<file path="src/rtl/uart_frame_arbiter.sv">
// uart_frame_arbiter: shares one UART transmitter between two 9-bit frame
// sources. Each source has a one-entry hold buffer. A four-state FSM moves
// buffered frames into the transmitter over a start/busy handshake.
// Arbitration is round-robin, or fixed to requester 1 while debug is high.
module uart_frame_arbiter #(
    parameter int FRAME_W      = 9,
    parameter int BUSY_TIMEOUT = 16
) (
    input  logic               clk,
    input  logic               rst,          // asynchronous, active low
    input  logic               debug,
    input  logic [FRAME_W-1:0] frame0,
    input  logic               frame0_valid,
    input  logic [FRAME_W-1:0] frame1,
    input  logic               frame1_valid,
    input  logic               tx_busy,
    output logic [FRAME_W-1:0] tx_frame,
    output logic               tx_start,
    output logic               full0,
    output logic               full1,
    output logic               overflow0,
    output logic               overflow1,
    output logic               timeout,
    output logic               grant
);

    localparam int CNT_W = $clog2(BUSY_TIMEOUT + 1);

    typedef enum logic [1:0] {IDLE, START, WAIT_BUSY, WAIT_DONE} state_e;

    state_e                   state_q, state_d;
    logic [CNT_W-1:0]         cnt_q, cnt_d;
    logic                     grant_q, grant_d;
    logic [FRAME_W-1:0]       tx_frame_q, tx_frame_d;
    logic                     timeout_q, timeout_d;
    logic [1:0][FRAME_W-1:0]  buf_q, buf_d;
    logic [1:0]               full_q, full_d;
    logic [1:0]               ovf_q, ovf_d;

    logic [1:0][FRAME_W-1:0]  frm_in;
    logic [1:0]               vld_in;
    logic [1:0]               free;
    logic                     win;

    assign frm_in = {frame1, frame0};
    assign vld_in = {frame1_valid, frame0_valid};

    // State and datapath registers; reset discards any buffered frames
    always_ff @(posedge clk or negedge rst) begin
        if (!rst) begin
            state_q    <= IDLE;
            cnt_q      <= '0;
            grant_q    <= 1'b0;
            tx_frame_q <= '0;
            timeout_q  <= 1'b0;
            buf_q      <= '0;
            full_q     <= '0;
            ovf_q      <= '0;
        end else begin
            state_q    <= state_d;
            cnt_q      <= cnt_d;
            grant_q    <= grant_d;
            tx_frame_q <= tx_frame_d;
            timeout_q  <= timeout_d;
            buf_q      <= buf_d;
            full_q     <= full_d;
            ovf_q      <= ovf_d;
        end
    end

    // Next-state logic: winner selection in IDLE, busy handshake and timeout
    always_comb begin
        state_d    = state_q;
        cnt_d      = cnt_q;
        grant_d    = grant_q;
        tx_frame_d = tx_frame_q;
        timeout_d  = timeout_q;
        // Requester 1 wins when debug and full1; with both full in normal
        // mode the one not served last wins; otherwise whichever is full.
        if (debug)
            win = full_q[1];
        else if (&full_q)
            win = ~grant_q;
        else
            win = full_q[1];
        case (state_q)
            IDLE: begin
                if (|full_q) begin
                    grant_d    = win;
                    tx_frame_d = buf_q[win];
                    state_d    = START;
                end
            end
            START: begin
                cnt_d   = '0;
                state_d = WAIT_BUSY;
            end
            WAIT_BUSY: begin
                if (tx_busy) begin
                    state_d = WAIT_DONE;
                end else begin
                    cnt_d = cnt_q + 1'b1;
                    // Frame is abandoned, not retried
                    if (cnt_q == CNT_W'(BUSY_TIMEOUT - 1)) begin
                        timeout_d = 1'b1;
                        state_d   = IDLE;
                    end
                end
            end
            WAIT_DONE: begin
                if (!tx_busy)
                    state_d = IDLE;
            end
            default: state_d = IDLE;
        endcase
    end

    // FSM outputs: start pulse and release of the granted buffer in START
    always_comb begin
        tx_start = (state_q == START);
        free     = '0;
        free[grant_q] = (state_q == START);
    end

    // Hold buffers: load when empty or being freed this cycle, else overflow
    always_comb begin
        buf_d  = buf_q;
        full_d = full_q;
        ovf_d  = ovf_q;
        for (int n = 0; n < 2; n++) begin
            if (vld_in[n]) begin
                if (!full_q[n] || free[n]) begin
                    buf_d[n]  = frm_in[n];
                    full_d[n] = 1'b1;
                end else begin
                    ovf_d[n] = 1'b1;
                end
            end else if (free[n]) begin
                full_d[n] = 1'b0;
            end
        end
    end

    assign tx_frame  = tx_frame_q;
    assign full0     = full_q[0];
    assign full1     = full_q[1];
    assign overflow0 = ovf_q[0];
    assign overflow1 = ovf_q[1];
    assign timeout   = timeout_q;
    assign grant     = grant_q;

endmodule

</file>
<file path="config.mk">
export PLATFORM = sky130hd
export DESIGN_NAME = uart_frame_arbiter
export DESIGN_NICKNAME = d
export VERILOG_FILES = /design/src/rtl/uart_frame_arbiter.sv
export SDC_FILE = /design/constraint.sdc
export NUM_CORES = 1
export LEC_CHECK = 0
export CORE_MARGIN = 2
export CORE_UTILIZATION = 53
export DETAILED_ROUTE_END_ITERATION = 7
export PLACE_DENSITY = 0.83
export SETUP_SLACK_MARGIN = 0.02
export SKIP_LAST_GASP = 1
export SYNTH_ARGS = -nofsm -noshare
export SYNTH_HDL_FRONTEND = slang
export SYNTH_SLANG_ARGS = --single-unit
</file>
<file path="constraint.sdc">
create_clock -name clk -period 2.2 [get_ports clk]
set_input_delay 0.44 -clock clk [delete_from_list [all_inputs] [get_ports clk]]
set_output_delay 0.44 -clock clk [all_outputs]
set_load 0.005 [all_outputs]
</file>
==> results of run 1 <==
critical path, cell delays in order, from the launching register on:
cell and delay, ns:
dfrtp_1 0.54, nor2b_1 0.22, clkdlybuf4s50_1 0.52
stage by stage:
step           power, mW  instance area, sq um
2_1_floorplan       2.01                  1810
3_3_place_gp        2.40                  2220
3_5_place_dp        2.48                  2220
4_1_cts             2.95                  2290
5_1_grt             3.15                  2290
6_report            2.93                  2290
synthesized netlist by cell type (2+ instances only):
cell       n
clkbuf_1   3
nand2_1    4
buf_6      2
dfrtp_1   40
a21oi_1   10
nor2_1     4
a21o_1     3
nand3_1   10
ha_1       2
nor2b_1    2
or2_2      2
o21ai_0   16
a22oi_1    2
mux2_2    18
nand2b_1   2
a31oi_1   10
inv_1      8
nand3b_1   2
buf_2      2
state kept, by name (all words and copies together) (netlist names):
signal and count:
buf_q 18, cnt_q 5, full_q 2, grant 1, ovf_q 2, state_q 2, timeout 1, tx_frame 9
power by group through the flow:
stage                     combinational [mW]  sequential (mW)  clock (mW)
final                                   1.13             1.34       0.469
after global routing                    1.26             1.38       0.516
after CTS                               1.14             1.33       0.479
after detailed placement                1.14             1.34           0
after global placement                  1.08             1.32           0
after floorplan                        0.776             1.23           0
placed cells by master (no fill, tap or decap), drive strengths merged:
cell and count:
a21boi 1, a21o 3, a21oi 10, a22oi 2
a31o 1, a31oi 10, and2 1, and2b 1
and3 1, and3b 1, buf 2, bufinv 1
clkbuf 6, clkdlybuf4s50 38, clkinv 1, dfrtp 40
ha 2, inv 8, mux2 18, mux2i 1
nand2 4, nand2b 2, nand3 10, nand3b 2
nand4b 1, nor2 4, nor2b 2, nor3b 2
o21a 1, o21ai 17, o2bb2ai 1, o32ai 1
or2 3
cells by family (layout without fill, tap and decap cells):
logic type,after synthesis,in the layout,synth area share
compound gates,47,47,0.165
buf+inv,15,56,0.0408
simple gates,34,34,0.110
fa+ha+maj,2,2,0.0138
flops,40,40,0.553
mux,19,19,0.117
metal layers:
metal,vias up,part of all wire
li1,645,-
met1,666,0.44
met5,-,0
met3,7,0.053
met2,45,0.49
met4,0,0.016
final cells by class:
| class | count | share of cell area |
|---|---|---|
| Inverter | 8 | 0.0131 |
| Tap cell | 46 | 0.0251 |
| Sequential cell | 40 | 0.437 |
| Clock inverter | 2 | 0.0153 |
| Clock buffer | 6 | 0.0180 |
| Timing Repair Buffer | 40 | 0.171 |
| Multi-Input combinational cell | 102 | 0.321 |
worst max path at each step:
stage | from | depth (start not counted) | slack (ns) | to
after floorplan | cnt_q[0] | 6 | 0.81 | cnt_q[4]
after global placement | frame1_valid | 3 | 0.45 | buf_q[14]
after detailed placement | frame1_valid | 3 | 0.39 | buf_q[16]
after CTS | state_q[0] | 2 | 0.08 | tx_start
after global routing | state_q[1] | 2 | 0.06 | tx_start
final | state_q[1] | 2 | 0.14 | tx_start
repair_timing:
item / CTS / global route
resized for setup: 0 / 1
endpoints found under the hold margin: 0 / 0
setup endpoints to repair: 0 / 1
setup buffers: 0 / 0
==> impl_metrics.yaml, run 1 <==
grt:
  grt_pass1_vias: 1427
  track_usage: 0.225
  busiest_layer: "met2"
  met2_usage: 0.376
  grt_pass1_wl_mm: 6.85
  met1_usage: 0.293
  grtUsageMet3: 0.0559
  grt_max_degree: 41
  grt_overflow_total: 0
  antenna_found_initial: 0
layout:
  layout.nets: 223
  n_antenna_cell: 0
  fillers: 260
  area_growth_pct: 26.7
  register_area_sq_um: 1000
  final_cells: 244
  utilization: 0.693
  layout-drive-gt1-share: 0.177
  multi_input_area_sq_um: 736
critical_path:
  crit_path_max_fanout: 14
  reg2reg_to: "buf_q[16]"
  rrSetupSlack_ns: 0.54
  rr_startpoint: "state_q[1]"
  ff2ff_path_depth: 3
  worstSetupStartpointType: "flip-flop"
  worstPathArrival_ns: 1.62
  critPathKind: "flip-flop to primary output"
  cp.required_ns: 1.76
  endpoint_kind: "primary output"
logic_synthesis:
  synth_edf_count: 0
  synth_top_cell_area_share: 0.553
  synth-seq-cells: 40
  synth_top_flop_cell: "dfrtp_1"
  syn-cell-area_sq_um: 1810
  syn_inst: 157
  ys_types: 34
  synthTopCellsByArea: "dfrtp_1 (55%), mux2_2 (11%), o21ai_0 (4.4%)"
  avgSynthCellArea_sq_um: 11.5
  synth_warnings: 0
  synthArstFlopShare: 1.00
  yosysSeqAreaShare: 0.553
  synth_largest_area_cell: "dfrtp_1"
  synth_nets: 183
die:
  row_count: 21
  initial_core_util: 0.547
  ioPinCount: 40
  die_y_microns: 62.4
  core_area_sq_um: 3310
  dieArea_sq_um: 3900
  die_w_microns: 62.4
power_and_ir_drop:
  netSwitchingFraction: 0.339
  power_frac_clock: 0.160
  p_per_area_nw_per_um2: 1280
  leakage_nw: 0.962
  ir_drop_mv: 0.785
  combinationalPowerShare: 0.384
  seq_power_share: 0.456
  p_int_mw: 1.94
  switchingPower_mw: 0.994
clock_network:
  cts_max_level: 2
  tritoncts: "yes"
  ctsHoldBuffers: 0
  clk_latency_ns: 0.34
  clock-sinks: 40
  cts_made_buffers: 5
  clk_transition_reported_paths_ns: 0.11
  clockRootBuffer: "clkbuf_4"
  cts.path.max_buffers: 2
sta:
  drv_slew: 0
  final.setup.worst_slack_ns: 0.140
  skew_ns: 0.00231
  grt_setup_unrepaired: "no"
  relSlewSlack: 0.430
  post-route-period-util: 0.936
  timing.fmax_mhz: 485
  worst_pin_slew_ns: 0.854
  hold_ws_ns: 0.193
  hold_viol_final: 0
  finalCriticalPeriod_ns: 2.06
  setup_violations: 0
  final.setup.tns_ns: 0
placement:
  portBuffers: 39
  preCtsSetupSlack_ns: 0.389
  dp_cells: 236
  gp_congestion: 0.793
  hpwl_mm: 2.84
drt:
  drcViolationCount: 0
  drt-total-wl_mm: 3.88
  drtIter0Drc: 64
  ant_nets: 0
  via_count: 1363
  wire_per_inst_microns: 15.9
  dr.pass1.iters: 4
  avgViaCountPerCell: 5.59
status:
  status: "finished clean"
run:
  drv_cap: 0
min_path:
  hp-class: "input pin to asynchronous set/reset pin"
(Power assumes the default switching activity.)
==> run 2: changes to the inputs <==
--- a/config.mk
+++ b/config.mk
@@ -5,10 +5,11 @@
 export SDC_FILE = /design/constraint.sdc
 export NUM_CORES = 1
 export LEC_CHECK = 0
+export ABC_AREA = 1
 export CORE_MARGIN = 2
-export CORE_UTILIZATION = 53
+export CORE_UTILIZATION = 54
 export DETAILED_ROUTE_END_ITERATION = 7
-export PLACE_DENSITY = 0.83
+export PLACE_DENSITY = 0.84
 export SETUP_SLACK_MARGIN = 0.02
 export SKIP_LAST_GASP = 1
 export SYNTH_ARGS = -nofsm -noshare
==> run 2 against run 1 <==
Compared with the run above:
- design area rose by 2.6%
- wire length fell by 4.6%
- largest power group unchanged
- non-clock buffer count fell by 1
- first-iteration DRC count rose by 69%
- register-to-register slack improved by 0.06 ns
- flip-flop and latch count did not move
- die area rose by 1.8%
- sequential share of layout area fell by 1.2 points
- global-route usage fell by 1.2 points
- synthesized area rose by 3.8%
==> impl_metrics.yaml, run 2 <==
status:
  status: "finished clean"
clock_network:
  clock-sinks: 40
  ctsHoldBuffers: 0
  post_cts_buffers: 0
  cts-resized-gates: 0
  tritoncts: "yes"
  clk_transition_reported_paths_ns: 0.11
  clockRootBuffer: "clkbuf_4"
  cts_max_level: 2
  clk_latency_ns: 0.35
  cts.path.max_buffers: 2
  cts_made_buffers: 5
critical_path:
  cp_top_family: "flip-flops"
  endpoint_kind: "primary output"
  path_cells: "clkdlybuf4s50_1"
  crit_path_max_fanout: 14
  critPathKind: "flip-flop to primary output"
  worstPathArrival_ns: 1.60
  slowest_delay_ns: 0.66
  cp.required_ns: 1.76
  slowest_stage: "dfrtp_1"
  crit_buf_inv: 1
  worstSetupStartpointType: "flip-flop"
power_and_ir_drop:
  ir_drop_mv: 0.641
  p_per_area_nw_per_um2: 1270
  leakage_nw: 1.23
  total_power_mw: 2.98
logic_synthesis:
  synthTopCellsByArea: "dfrtp_1 (53%), nand2_1 (16%), nand3_1 (10%)"
  syn_inst: 225
  syn-cell-area_sq_um: 1880
  synth_edf_count: 0
  synth_nets: 251
  ys_types: 22
  synthArstFlopShare: 1.00
  yosysSeqAreaShare: 0.533
  synth_commonest_cells: "nand2_1 (80), dfrtp_1 (40), nand3_1 (39)"
  synth_warnings: 0
  synth_top_flop_cell: "dfrtp_1"
  synth-seq-cells: 40
  yosysMostFrequentCell: "nand2_1"
  avgSynthCellArea_sq_um: 8.35
  synth_largest_area_cell: "dfrtp_1"
  synth_top_cell_area_share: 0.533
layout:
  layout-drive-gt1-share: 0.0827
  top_register: "buf_q"
  register_area_sq_um: 1000
  fillers: 277
  largest_register_ffs: 18
  final_common_cell: "nand2_1"
  layout.nets: 291
  area_growth_pct: 25.3
  final_cell_mix: "nand2_1 (80), dfrtp_1 (40), nand3_1 (39), clkdlybuf4s50_1 (38), inv_1 (27)"
  n_antenna_cell: 0
  design_area_sq_um: 2350
  multi_input_area_sq_um: 707
die:
  dieArea_sq_um: 3970
  initial_core_util: 0.563
  die_w_microns: 63.0
  row_count: 21
  core_area_sq_um: 3340
  ioPinCount: 40
  die_y_microns: 63.0
min_path:
  hp-class: "input pin to asynchronous set/reset pin"
placement:
  hpwl_mm: 2.63
  portBuffers: 39
  place_area_sq_um: 2260
  gp_congestion: 0.817
sta:
  timing.fmax_mhz: 491
  finalCriticalPeriod_ns: 2.04
  setup_violations: 0
  drv_slew: 0
  post-route-period-util: 0.926
  skew_ns: 0.00723
  grt_setup_unrepaired: "no"
  worst_pin_slew_ns: 0.855
  relSlewSlack: 0.430
  hold_viol_final: 0
  final.setup.tns_ns: 0
drt:
  dr.pass1.iters: 4
  drcViolationCount: 0
  wire_per_inst_microns: 11.9
  via_count: 1521
  drt-total-wl_mm: 3.70
  ant_nets: 0
  drtIter0Drc: 108
  avgViaCountPerCell: 4.88
grt:
  track_usage: 0.214
  grt_overflow_total: 0
  grt_pass1_wl_mm: 6.49
  antenna_found_initial: 0
  grt_max_degree: 41
  grt_pass1_vias: 1430
run:
  drv_cap: 0
## run 2: area by class of cell
class | count | share of cell area
repair buffers | 39 | 0.164
clock buffers | 7 | 0.0276
clock inverters | 1 | 0.0128
multi-input cells | 150 | 0.300
well taps | 46 | 0.0244
inverters | 29 | 0.0462
flip-flops and latches | 40 | 0.425
## run 2: power breakdown
part	switching (mW)	internal, mW
clock network	0.232	0.302
registers	0.252	1.03
logic	0.645	0.519
total	1.13	1.85
## run 2: final timing paths
kind / from / end / slack, ns / cells past startpoint
max: full_q[1] / full1 / 0.16 / 1
max reg2reg: full_q[1] / tx_frame[6] / 0.60 / 4
max in group asynchronous: rst / buf_q[4] / 1.48 / 1
min reg2reg: timeout / timeout / 0.47 / 1
min: rst / buf_q[16] / 0.18 / 1
min in group clk: timeout / timeout / 0.47 / 1
## run 2: cells by family (layout without fill, tap and decap cells)
group	count (synthesis)	in the layout	share of synthesized area
DFF	40	40	0.533
adders and majority gates	2	2	0.0133
buffers and inverters	35	76	0.0912
and+or+nand+nor	139	139	0.332
AOI/OAI and AO/OA	9	9	0.0306
## run 2: metal layers
layer	GRT usage	wire [microns]
met3	0.0613	158
met5	0	0
met1	0.273	1680
met4	0.0833	65
met2	0.343	1800
## run 2: stage by stage
stage | utilization | worst slack, ns | hold slack [ns] | std cells
after global routing | 0.706 | 0.0722 | 0.235 | 312
final | 0.706 | 0.163 | 0.184 | 312
after floorplan | - | 1.01 | 0.144 | 225
after detailed placement | 0.677 | 0.550 | 0.449 | 304
after CTS | 0.706 | 0.147 | 0.209 | 312
after global placement | 0.677 | 0.575 | 0.441 | 304
